## config.mk

```make
export PLATFORM = sky130hd
export DESIGN_NAME = neuron_accum_ctrl
export DESIGN_NICKNAME = d
export VERILOG_FILES = /design/src/rtl/neuron_pkg.sv /design/src/rtl/neuron_accum_ctrl_adder.sv /design/src/rtl/neuron_accum_ctrl.sv
export SDC_FILE = /design/constraint.sdc
export NUM_CORES = 1
export LEC_CHECK = 0
export CAP_MARGIN = 20
export CORE_ASPECT_RATIO = 0.75
export CORE_MARGIN = 1.5
export CORE_UTILIZATION = 61
export DETAILED_ROUTE_END_ITERATION = 12
export GPL_ROUTABILITY_DRIVEN = 0
export GPL_TIMING_DRIVEN = 0
export PLACE_DENSITY_LB_ADDON = 0.1
export SLEW_MARGIN = 0
export SYNTH_ARGS = -nofsm -noshare
export SYNTH_HDL_FRONTEND = slang
export SYNTH_HIERARCHICAL = 1
export SYNTH_SLANG_ARGS = --single-unit
```

## constraint.sdc

```tcl
create_clock -name clk -period 6.1 [get_ports clk]
set_input_delay 1.22 -clock clk [delete_from_list [all_inputs] [get_ports clk]]
set_output_delay 1.22 -clock clk [all_outputs]
set_load 0.02 [all_outputs]
```

## src/rtl/neuron_pkg.sv

```systemverilog
// Shared types and sign-magnitude helpers for the neuron accumulator.
// Helpers take the word width as an argument and work on a 64-bit
// container so every user can stay parameterised on its own W.
package neuron_pkg;

  typedef enum logic [1:0] {
    IDLE  = 2'd0,
    ACCUM = 2'd1,
    HOLD  = 2'd2
  } state_t;

  // Saturation code: sign set, magnitude zero ("negative zero").
  function automatic logic [63:0] sat_code(input int w);
    sat_code = 64'd1 << (w - 1);
  endfunction

  // Sign bit of a w-bit sign-magnitude word.
  function automatic logic sign_of(input logic [63:0] v, input int w);
    logic [63:0] t;
    t = v >> (w - 1);
    sign_of = t[0];
  endfunction

  // Magnitude field of a w-bit sign-magnitude word.
  function automatic logic [63:0] mag_of(input logic [63:0] v, input int w);
    mag_of = v & ((64'd1 << (w - 1)) - 64'd1);
  endfunction

endpackage

```

## src/rtl/neuron_accum_ctrl_adder.sv

```systemverilog
// Combinational sign-magnitude adder (Float16Adder).
// Overflow on magnitude carry or when either operand is the saturation code;
// equal magnitudes of opposite sign give +0.
module Float16Adder
  import neuron_pkg::*;
#(
  parameter int W = 15
) (
  input  logic [W-1:0] a,
  input  logic [W-1:0] b,
  output logic [W-1:0] sum,
  output logic         ovf
);

  localparam int M = W - 1;

  logic [W-1:0] sat_s;
  logic         sa_s;
  logic         sb_s;
  logic [M-1:0] ma_s;
  logic [M-1:0] mb_s;
  logic [M:0]   msum_s;

  assign sat_s  = W'(sat_code(W));
  assign sa_s   = sign_of(64'(a), W);
  assign sb_s   = sign_of(64'(b), W);
  assign ma_s   = M'(mag_of(64'(a), W));
  assign mb_s   = M'(mag_of(64'(b), W));
  assign msum_s = {1'b0, ma_s} + {1'b0, mb_s};

  // Add or subtract magnitudes depending on signs, saturating on overflow.
  always_comb begin
    sum = {W{1'b0}};
    ovf = 1'b0;
    if ((a == sat_s) || (b == sat_s)) begin
      sum = sat_s;
      ovf = 1'b1;
    end else if (sa_s == sb_s) begin
      if (msum_s[M]) begin
        sum = sat_s;
        ovf = 1'b1;
      end else begin
        sum = {sa_s, msum_s[M-1:0]};
      end
    end else if (ma_s > mb_s) begin
      sum = {sa_s, ma_s - mb_s};
    end else if (mb_s > ma_s) begin
      sum = {sb_s, mb_s - ma_s};
    end else begin
      sum = {W{1'b0}};
    end
  end

endmodule

```

## src/rtl/neuron_accum_ctrl.sv

```systemverilog
// Neuron accumulation controller: accepts a stream of sign-magnitude terms,
// sums them through a single Float16Adder, and holds the result until taken.
// Optional feature macro: NEURON_ACCUM_RELU_EN (clamp negative results to 0).
module neuron_accum_ctrl
  import neuron_pkg::*;
#(
  parameter  int BIT       = 8,
  parameter  int MAX_TERMS = 784,
  localparam int W         = 2 * BIT - 1,
  localparam int CNT_W     = $clog2(MAX_TERMS + 1)
) (
  input  logic             clk,
  input  logic             rst_n,
  input  logic             start,
  input  logic             in_valid,
  output logic             in_ready,
  input  logic [W-1:0]     in_data,
  input  logic             in_last,
  output logic             out_valid,
  input  logic             out_ready,
  output logic [W-1:0]     out_data,
  output logic             out_ovf,
  output logic [CNT_W-1:0] out_count,
  output logic             busy
);

  localparam int M = W - 1;

  state_t           state_r;
  state_t           state_next_s;
  logic [W-1:0]     acc_r;
  logic             ovf_r;
  logic [CNT_W-1:0] count_r;

  logic [W-1:0]     add_sum_s;
  logic             add_ovf_s;
  logic             accept_s;
  logic             final_s;
  logic [CNT_W-1:0] count_inc_s;
  logic [W-1:0]     acc_next_s;
  logic             ovf_next_s;
  logic [W-1:0]     result_s;
  logic [W-1:0]     sat_s;

  assign sat_s = W'(sat_code(W));

  Float16Adder #(.W(W)) u_adder (
    .a   (acc_r),
    .b   (in_data),
    .sum (add_sum_s),
    .ovf (add_ovf_s)
  );

  // Term handshake, running count and final-term detection.
  always_comb begin
    accept_s    = (state_r == ACCUM) && in_valid;
    count_inc_s = count_r + {{(CNT_W-1){1'b0}}, 1'b1};
    final_s     = accept_s && (in_last || (count_inc_s == CNT_W'(MAX_TERMS)));
  end

  // Next accumulator value; once saturated, later terms leave it alone.
  always_comb begin
    acc_next_s = acc_r;
    ovf_next_s = ovf_r;
    if (ovf_r) begin
      acc_next_s = acc_r;
      ovf_next_s = 1'b1;
    end else if (add_ovf_s) begin
      acc_next_s = sat_s;
      ovf_next_s = 1'b1;
    end else begin
      acc_next_s = add_sum_s;
      ovf_next_s = 1'b0;
    end
  end

  // Value presented on out_data at HOLD entry.
  always_comb begin
    result_s = acc_next_s;
`ifdef NEURON_ACCUM_RELU_EN
    if (!ovf_next_s && acc_next_s[W-1] && (acc_next_s[M-1:0] != {M{1'b0}})) begin
      result_s = {W{1'b0}};
    end else begin
      result_s = acc_next_s;
    end
`else
    result_s = acc_next_s;
`endif
  end

  // Next-state logic of the IDLE -> ACCUM -> HOLD -> IDLE sequence.
  always_comb begin
    state_next_s = state_r;
    case (state_r)
      IDLE: begin
        if (start) state_next_s = ACCUM;
        else       state_next_s = IDLE;
      end
      ACCUM: begin
        if (final_s) state_next_s = HOLD;
        else         state_next_s = ACCUM;
      end
      HOLD: begin
        if (out_ready) state_next_s = IDLE;
        else           state_next_s = HOLD;
      end
      default: state_next_s = IDLE;
    endcase
  end

  // State register plus registered status outputs decoded from next state.
  always_ff @(posedge clk or negedge rst_n) begin
    if (!rst_n) begin
      state_r   <= IDLE;
      in_ready  <= 1'b0;
      out_valid <= 1'b0;
      busy      <= 1'b0;
    end else begin
      state_r   <= state_next_s;
      in_ready  <= (state_next_s == ACCUM);
      out_valid <= (state_next_s == HOLD);
      busy      <= (state_next_s != IDLE);
    end
  end

  // Working accumulator, sticky overflow and term count.
  always_ff @(posedge clk or negedge rst_n) begin
    if (!rst_n) begin
      acc_r   <= {W{1'b0}};
      ovf_r   <= 1'b0;
      count_r <= {CNT_W{1'b0}};
    end else if ((state_r == IDLE) && start) begin
      acc_r   <= {W{1'b0}};
      ovf_r   <= 1'b0;
      count_r <= {CNT_W{1'b0}};
    end else if (accept_s) begin
      acc_r   <= acc_next_s;
      ovf_r   <= ovf_next_s;
      count_r <= count_inc_s;
    end else begin
      acc_r   <= acc_r;
      ovf_r   <= ovf_r;
      count_r <= count_r;
    end
  end

  // Result registers, captured with the final term and held through HOLD.
  always_ff @(posedge clk or negedge rst_n) begin
    if (!rst_n) begin
      out_data  <= {W{1'b0}};
      out_ovf   <= 1'b0;
      out_count <= {CNT_W{1'b0}};
    end else if (final_s) begin
      out_data  <= result_s;
      out_ovf   <= ovf_next_s;
      out_count <= count_inc_s;
    end else begin
      out_data  <= out_data;
      out_ovf   <= out_ovf;
      out_count <= out_count;
    end
  end

endmodule

```

-- Word-level counts from Yosys, hierarchy flattened
Cells that the tools add are included.
- register bits after elaboration: 57
- bits of input ports: 21
- output and inout port bits: 29
- add/subtract/negate cells: 4
- magnitude comparators: 2
- eq/ne operators: 8
- muxes and demuxes: 22
- reduce and logical (&&, ||, !) cells: 8
- operators with widths (cell ; count):
    $mux 15 ; 9
    $eq 15x15->1 const B ; 2
    $gt 14x14->1 ; 2
    $sub 14x14->14 ; 2
    $mux 10 ; 2
    $add 14x14->15 ; 1
    $add 10x1->10 const B ; 1
    $eq 10x10->1 const B ; 1
    $mux 1 ; 8
    $pmux 2 s3 ; 1
    $eq 2x1->1 const B ; 2
    $eq 2x2->1 const B ; 2
    $mux 2 ; 2
    $reduce_bool 2->1 ; 2
    $logic_and 1x1->1 ; 3
    $logic_not 2->1 ; 1
    $logic_or 1x1->1 ; 2
    $eq 1x1->1 ; 1

-- Depth between registers and ports, before layout
- depth in word-level cells: 9
- gate-level depth with buffers: 17
- gate-level depth less buffers: 15

-- Hierarchy
The synthesis kept the hierarchy.
- modules (own cells, without submodules) (module ; times used ; cells an instance ; area each (um^2) ; sequential area each (um^2)):
    neuron_accum_ctrl ; 1 ; 227 ; 2671.3 ; 1426.4
    Float16Adder ; 1 ; 343 ; 2386.0 ; 0.0

-- Worst setup path before layout
OpenSTA, ideal clock, no wires.
- kind: input port to flip-flop
- start: input port in_data[0]
- end: register out_data[6]
- setup time: 0.125 ns
- data arrival time: 4.048 ns
- required time: 5.975 ns
- path slack: 1.926 ns
- cell stages on the path: 15
- path buffers: 2
- cell sequence: ha_1 inv_1 fa_1 a21o_1 a221o_1 a41o_1 a21o_1 and2_1 buf_6 buf_6 a22o_1 o211ai_1 a21oi_1 a22o_1 mux2_4
- cells in the longest elaborated chain, start to end: 7
- elaborated cells between the ends (all ways): 17
- ends and longest elaborated chain (what ; RTL line ; source):
    start: declaration ; neuron_accum_ctrl.sv:17 ; input logic [W-1:0] in_data,
    $sub 14x14->14 or $gt 14x14->1 (tied branches) ; neuron_accum_ctrl_adder.sv:48, neuron_accum_ctrl_adder.sv:47 ;
    $mux 15 ; neuron_accum_ctrl_adder.sv:47 ; end else if (mb_s > ma_s) begin
    $mux 15 ; neuron_accum_ctrl_adder.sv:45 ; end else if (ma_s > mb_s) begin
    $mux 15 ; neuron_accum_ctrl_adder.sv:38 ; end else if (sa_s == sb_s) begin
    $mux 15 (*) ; neuron_accum_ctrl_adder.sv:35 ; if ((a == sat_s) || (b == sat_s)) begin
    named net add_sum_s[6] ; neuron_accum_ctrl.sv:35 ; logic [W-1:0] add_sum_s;
    $mux 15 (*) ; neuron_accum_ctrl.sv:68 ; end else if (add_ovf_s) begin
    $mux 15 (*) ; neuron_accum_ctrl.sv:65 ; if (ovf_r) begin
    end signal: assignment ; neuron_accum_ctrl.sv:150 ; out_data <= {W{1'b0}};
    end signal: assignment ; neuron_accum_ctrl.sv:154 ; out_data <= result_s;
    end signal: assignment ; neuron_accum_ctrl.sv:158 ; out_data <= out_data;
    end: declaration ; neuron_accum_ctrl.sv:21 ; output logic [W-1:0] out_data,
Mark *: on every way through the listed nets, which the timed path passes. The rest lies on a longest branch.
A chain may end at the register's enable or synchronous reset.

-- Final worst setup path
- start: input port in_data[6]
- end: register out_data[4]
- elaborated cells between the ends (all ways): 15
- RTL lines (what ; RTL line ; source):
    $add 14x14->15 ; neuron_accum_ctrl_adder.sv:29 ; assign msum_s = {1'b0, ma_s} + {1'b0, mb_s};
    $mux 1 ; neuron_accum_ctrl_adder.sv:39 ; if (msum_s[M]) begin
    $mux 1 ; neuron_accum_ctrl_adder.sv:38 ;
    $mux 1 (*) ; neuron_accum_ctrl_adder.sv:35 ;
    named net add_ovf_s ; neuron_accum_ctrl.sv:36 ; logic add_ovf_s;
    $mux 15 (*) ; neuron_accum_ctrl.sv:68 ;
    $mux 15 (*) ; neuron_accum_ctrl.sv:65 ;
Marked as above.

==> impl_results.md <==
* Min-delay worst type: reg2reg
* Slew Viols, Final at 0
* CTS buffer count at 9
* Number of buffers added for setup after CTS at 0
* Share of cells above drive strength 1 at 0.0945
* Fin. Hold Viols at 0
* Initial DRC count at between 500 and 600
* DR vias at ~4800
* Register area at around 1400 um2
* Asr flop ratio synth at 1.00
* Root buf cell: clkbuf_8
* DP Wirelength at around 11 mm
* Final Setup Violations at 0
* YS warnings at 6
* Starting Density at 0.636
* First-pass GRT wire length at approximately 22 mm
* Combinational share of power at 0.662
* Chip height at around 82 um
* Nets at 702
* Ys flop type: dfrtp_1
* Max Freq at 0.189 GHz
* Unique masters post-synth at 65
* Num ports at 50
* Synth Instances at 570
* Routed Antenna Nets at 0
* CTS tree: built
* Setup TNS at 0 ns
* Pleak at 0.00275 uW
* Commonest non-fill, non-tap cells in the layout: dfrtp_1 (57), inv_1 (52), clkdlybuf4s50_1 (48), ha_1 (47), a21oi_1 (43)
* DRC violations left at 0
* GRT overflow at 0
* Clk_lat worst skew at roughly 0.34 ns
* Syn avg cell area at 8.87 um2
* Row cnt at 28
* Post-route cell area at between 5000 and 6000 um2
* Final design utilization at 0.740
* Synthesized cell area at a little over 5000 um2
* Mean routed wirelength per cell at around 19 um
* Pwr Total at 3000 uW
* FILL cells at approximately 630
* Sequential cell area fraction in the yosys report at 0.282
* Number of synthesized flops with an enable pin at 0
* Final wirelength at 13.9 mm
* Diodes inserted at 0
* Critical path endpoint category: flop
* Total iterations of the first detailed-routing run at 6
* CTS resizes at 0
* Vias in the first global route at between 4000 and 5000
* Multi-input logic area at roughly 3200 um2
* Tightest Pin Transition at 0.719 ns
* Worst Min Path Start: out_count[3]
* Die area at 8850 um2
* RSZ-0062 raised after global routing: no
* Outcome: complete, no violations
* Worst vdd ir at 279 uV
* # hold bufs at CTS at 0
* Slew margin rel. at 0.519
* Clock buffer depth at 2
* Final Cycle Share at 0.870
* Req. time, crit path at between 6 and 7 ns
* GRT Total Usage at 0.326
* Net Sw Power at roughly 1400 uW
* H-tree Lvls at 3
* Area grow syn2layout at 16.4%
* CP Class: in2reg
* Largest net degree at the start of global routing at 33
* Startpoint Class: input port
* Clk_skew at between 0.01 and 0.015 ns
* Flop and latch count out of synthesis at between 50 and 60
* Synthesized Nets at about 640
* Sw Ratio at 0.479
* Clock sink count at 57
* Placed standard-cell area at roughly 5700 um2
* Max_cap viols at 0
* Initial antenna violation count at 0
* Worst setup path start: in_data[6]
* Worst Path Arrival at between 5 and 6 ns
* Power share of the sequential group at 0.221
* Clock-pin slew on the worst setup and hold paths at roughly 0.070 ns
* Worst Hold Slack at a little over 0.5 ns
* CP max FO at 13
* Clock network fraction of total power at 0.117
* CORE AREA at between 7000 and 8000 um2
* Final min period at 5.30 ns
* Number of I/O port buffers at approximately 50
* RR Startpoint: acc_r[3]
* Pwr/cell area at slightly above 500 nW/um2
* Die extent in x at around 110 um
* Vias/cell at roughly 6.5
* Commonest non-fill, non-tap cell in the layout: dfrtp_1
* P_int at roughly 1600 uW
sequential cells by signal, indices dropped and copies added, names as in the netlist:
register,count
acc_r,15
busy,1
count_r,10
in_ready,1
out_count,10
out_data,15
out_ovf,1
out_valid,1
ovf_r,1
state_r,2
cell type report:
type	instances	share of cell area
multi-input cells	425	0.552
flip-flops and latches	57	0.242
repair buffers	50	0.0858
inverters	52	0.0331
plain buffers	36	0.0317
clock buffers	10	0.0234
well taps	105	0.0223
clock inverters	5	0.00956
power by group through the flow:
stage                     logic, uW  registers, uW  clock network, uW
after CTS                      1940            661                358
after floorplan                1320            700                  0
after global routing           2140            680                374
after global placement         1860            662                  0
final                          1990            663                352
after detailed placement       1920            667                  0
per-stage QoR:
stage,instances,worst slack (ns)
floorplan,570,1.93
global placement,724,0.698
detailed placement,725,0.591
CTS,740,0.930
global route,740,0.634
finish,740,0.795
layer usage:
metal / up-vias / global-route usage / part of all wire
met2: 262 / 0.504 / 0.44
li1: 2198 / - / -
met4: 0 / 0.0697 / 0.012
met1: 2300 / 0.474 / 0.45
met5: - / 0 / 0
met3: 19 / 0.0651 / 0.093
worst max-delay path: stages:
cell	delay, ns
clkdlybuf4s50_1	0.58
ha_1	0.29
clkbuf_1	0.23
nand2b_1	0.18
a21oi_1	0.08
o21ba_2	0.20
a211o_1	0.28
a21oi_1	0.43
a211o_1	0.34
buf_1	0.58
nor2_1	0.24
clkbuf_1	0.31
a22o_1	0.29
mux2_4	0.27
worst paths after layout:
check | end | slack [ns] | depth (start not counted)
worst min-delay path | out_count[3] | 0.51 | 1
min in group asynchronous | out_count[6] | 0.91 | 1
worst max-delay path | out_data[4] | 0.80 | 14
max in group asynchronous | acc_r[14] | 4.57 | 2
worst max register to register | out_data[4] | 1.61 | 13
worst min register to register | out_count[3] | 0.51 | 1
synth_stat cells (6+ instances only):
| cell | instances | area share |
|---|---|---|
| a22o_1 | 32 | 0.055 |
| a21oi_1 | 43 | 0.043 |
| o221ai_1 | 9 | 0.016 |
| nand2_1 | 31 | 0.023 |
| mux2_2 | 8 | 0.018 |
| mux2_4 | 11 | 0.033 |
| nor2b_1 | 9 | 0.011 |
| nor3_1 | 14 | 0.014 |
| a31oi_1 | 6 | 0.0074 |
| xnor2_1 | 12 | 0.021 |
| o21ai_0 | 23 | 0.023 |
| clkbuf_1 | 20 | 0.015 |
| xor2_1 | 9 | 0.016 |
| a21o_1 | 14 | 0.021 |
| nand3_1 | 13 | 0.013 |
| nor4_1 | 6 | 0.0074 |
| mux2i_1 | 10 | 0.020 |
| dfrtp_1 | 57 | 0.28 |
| buf_6 | 6 | 0.013 |
| nand4_1 | 7 | 0.0087 |
| inv_1 | 52 | 0.039 |
| nand2b_1 | 6 | 0.0074 |
| nor2_1 | 29 | 0.022 |
| a221oi_1 | 6 | 0.010 |
| ha_1 | 47 | 0.12 |
cells by family after synthesis:
logic type,after synthesis,synth area share
AOI/OAI and AO/OA,183,0.263
and+or+nand+nor,142,0.145
buffers and inverters,88,0.0755
DFF,57,0.282
adders and majority gates,50,0.128
muxes,29,0.0703
xor gates and xnor gates,21,0.0364
Power figures use the tool's default switching activity.
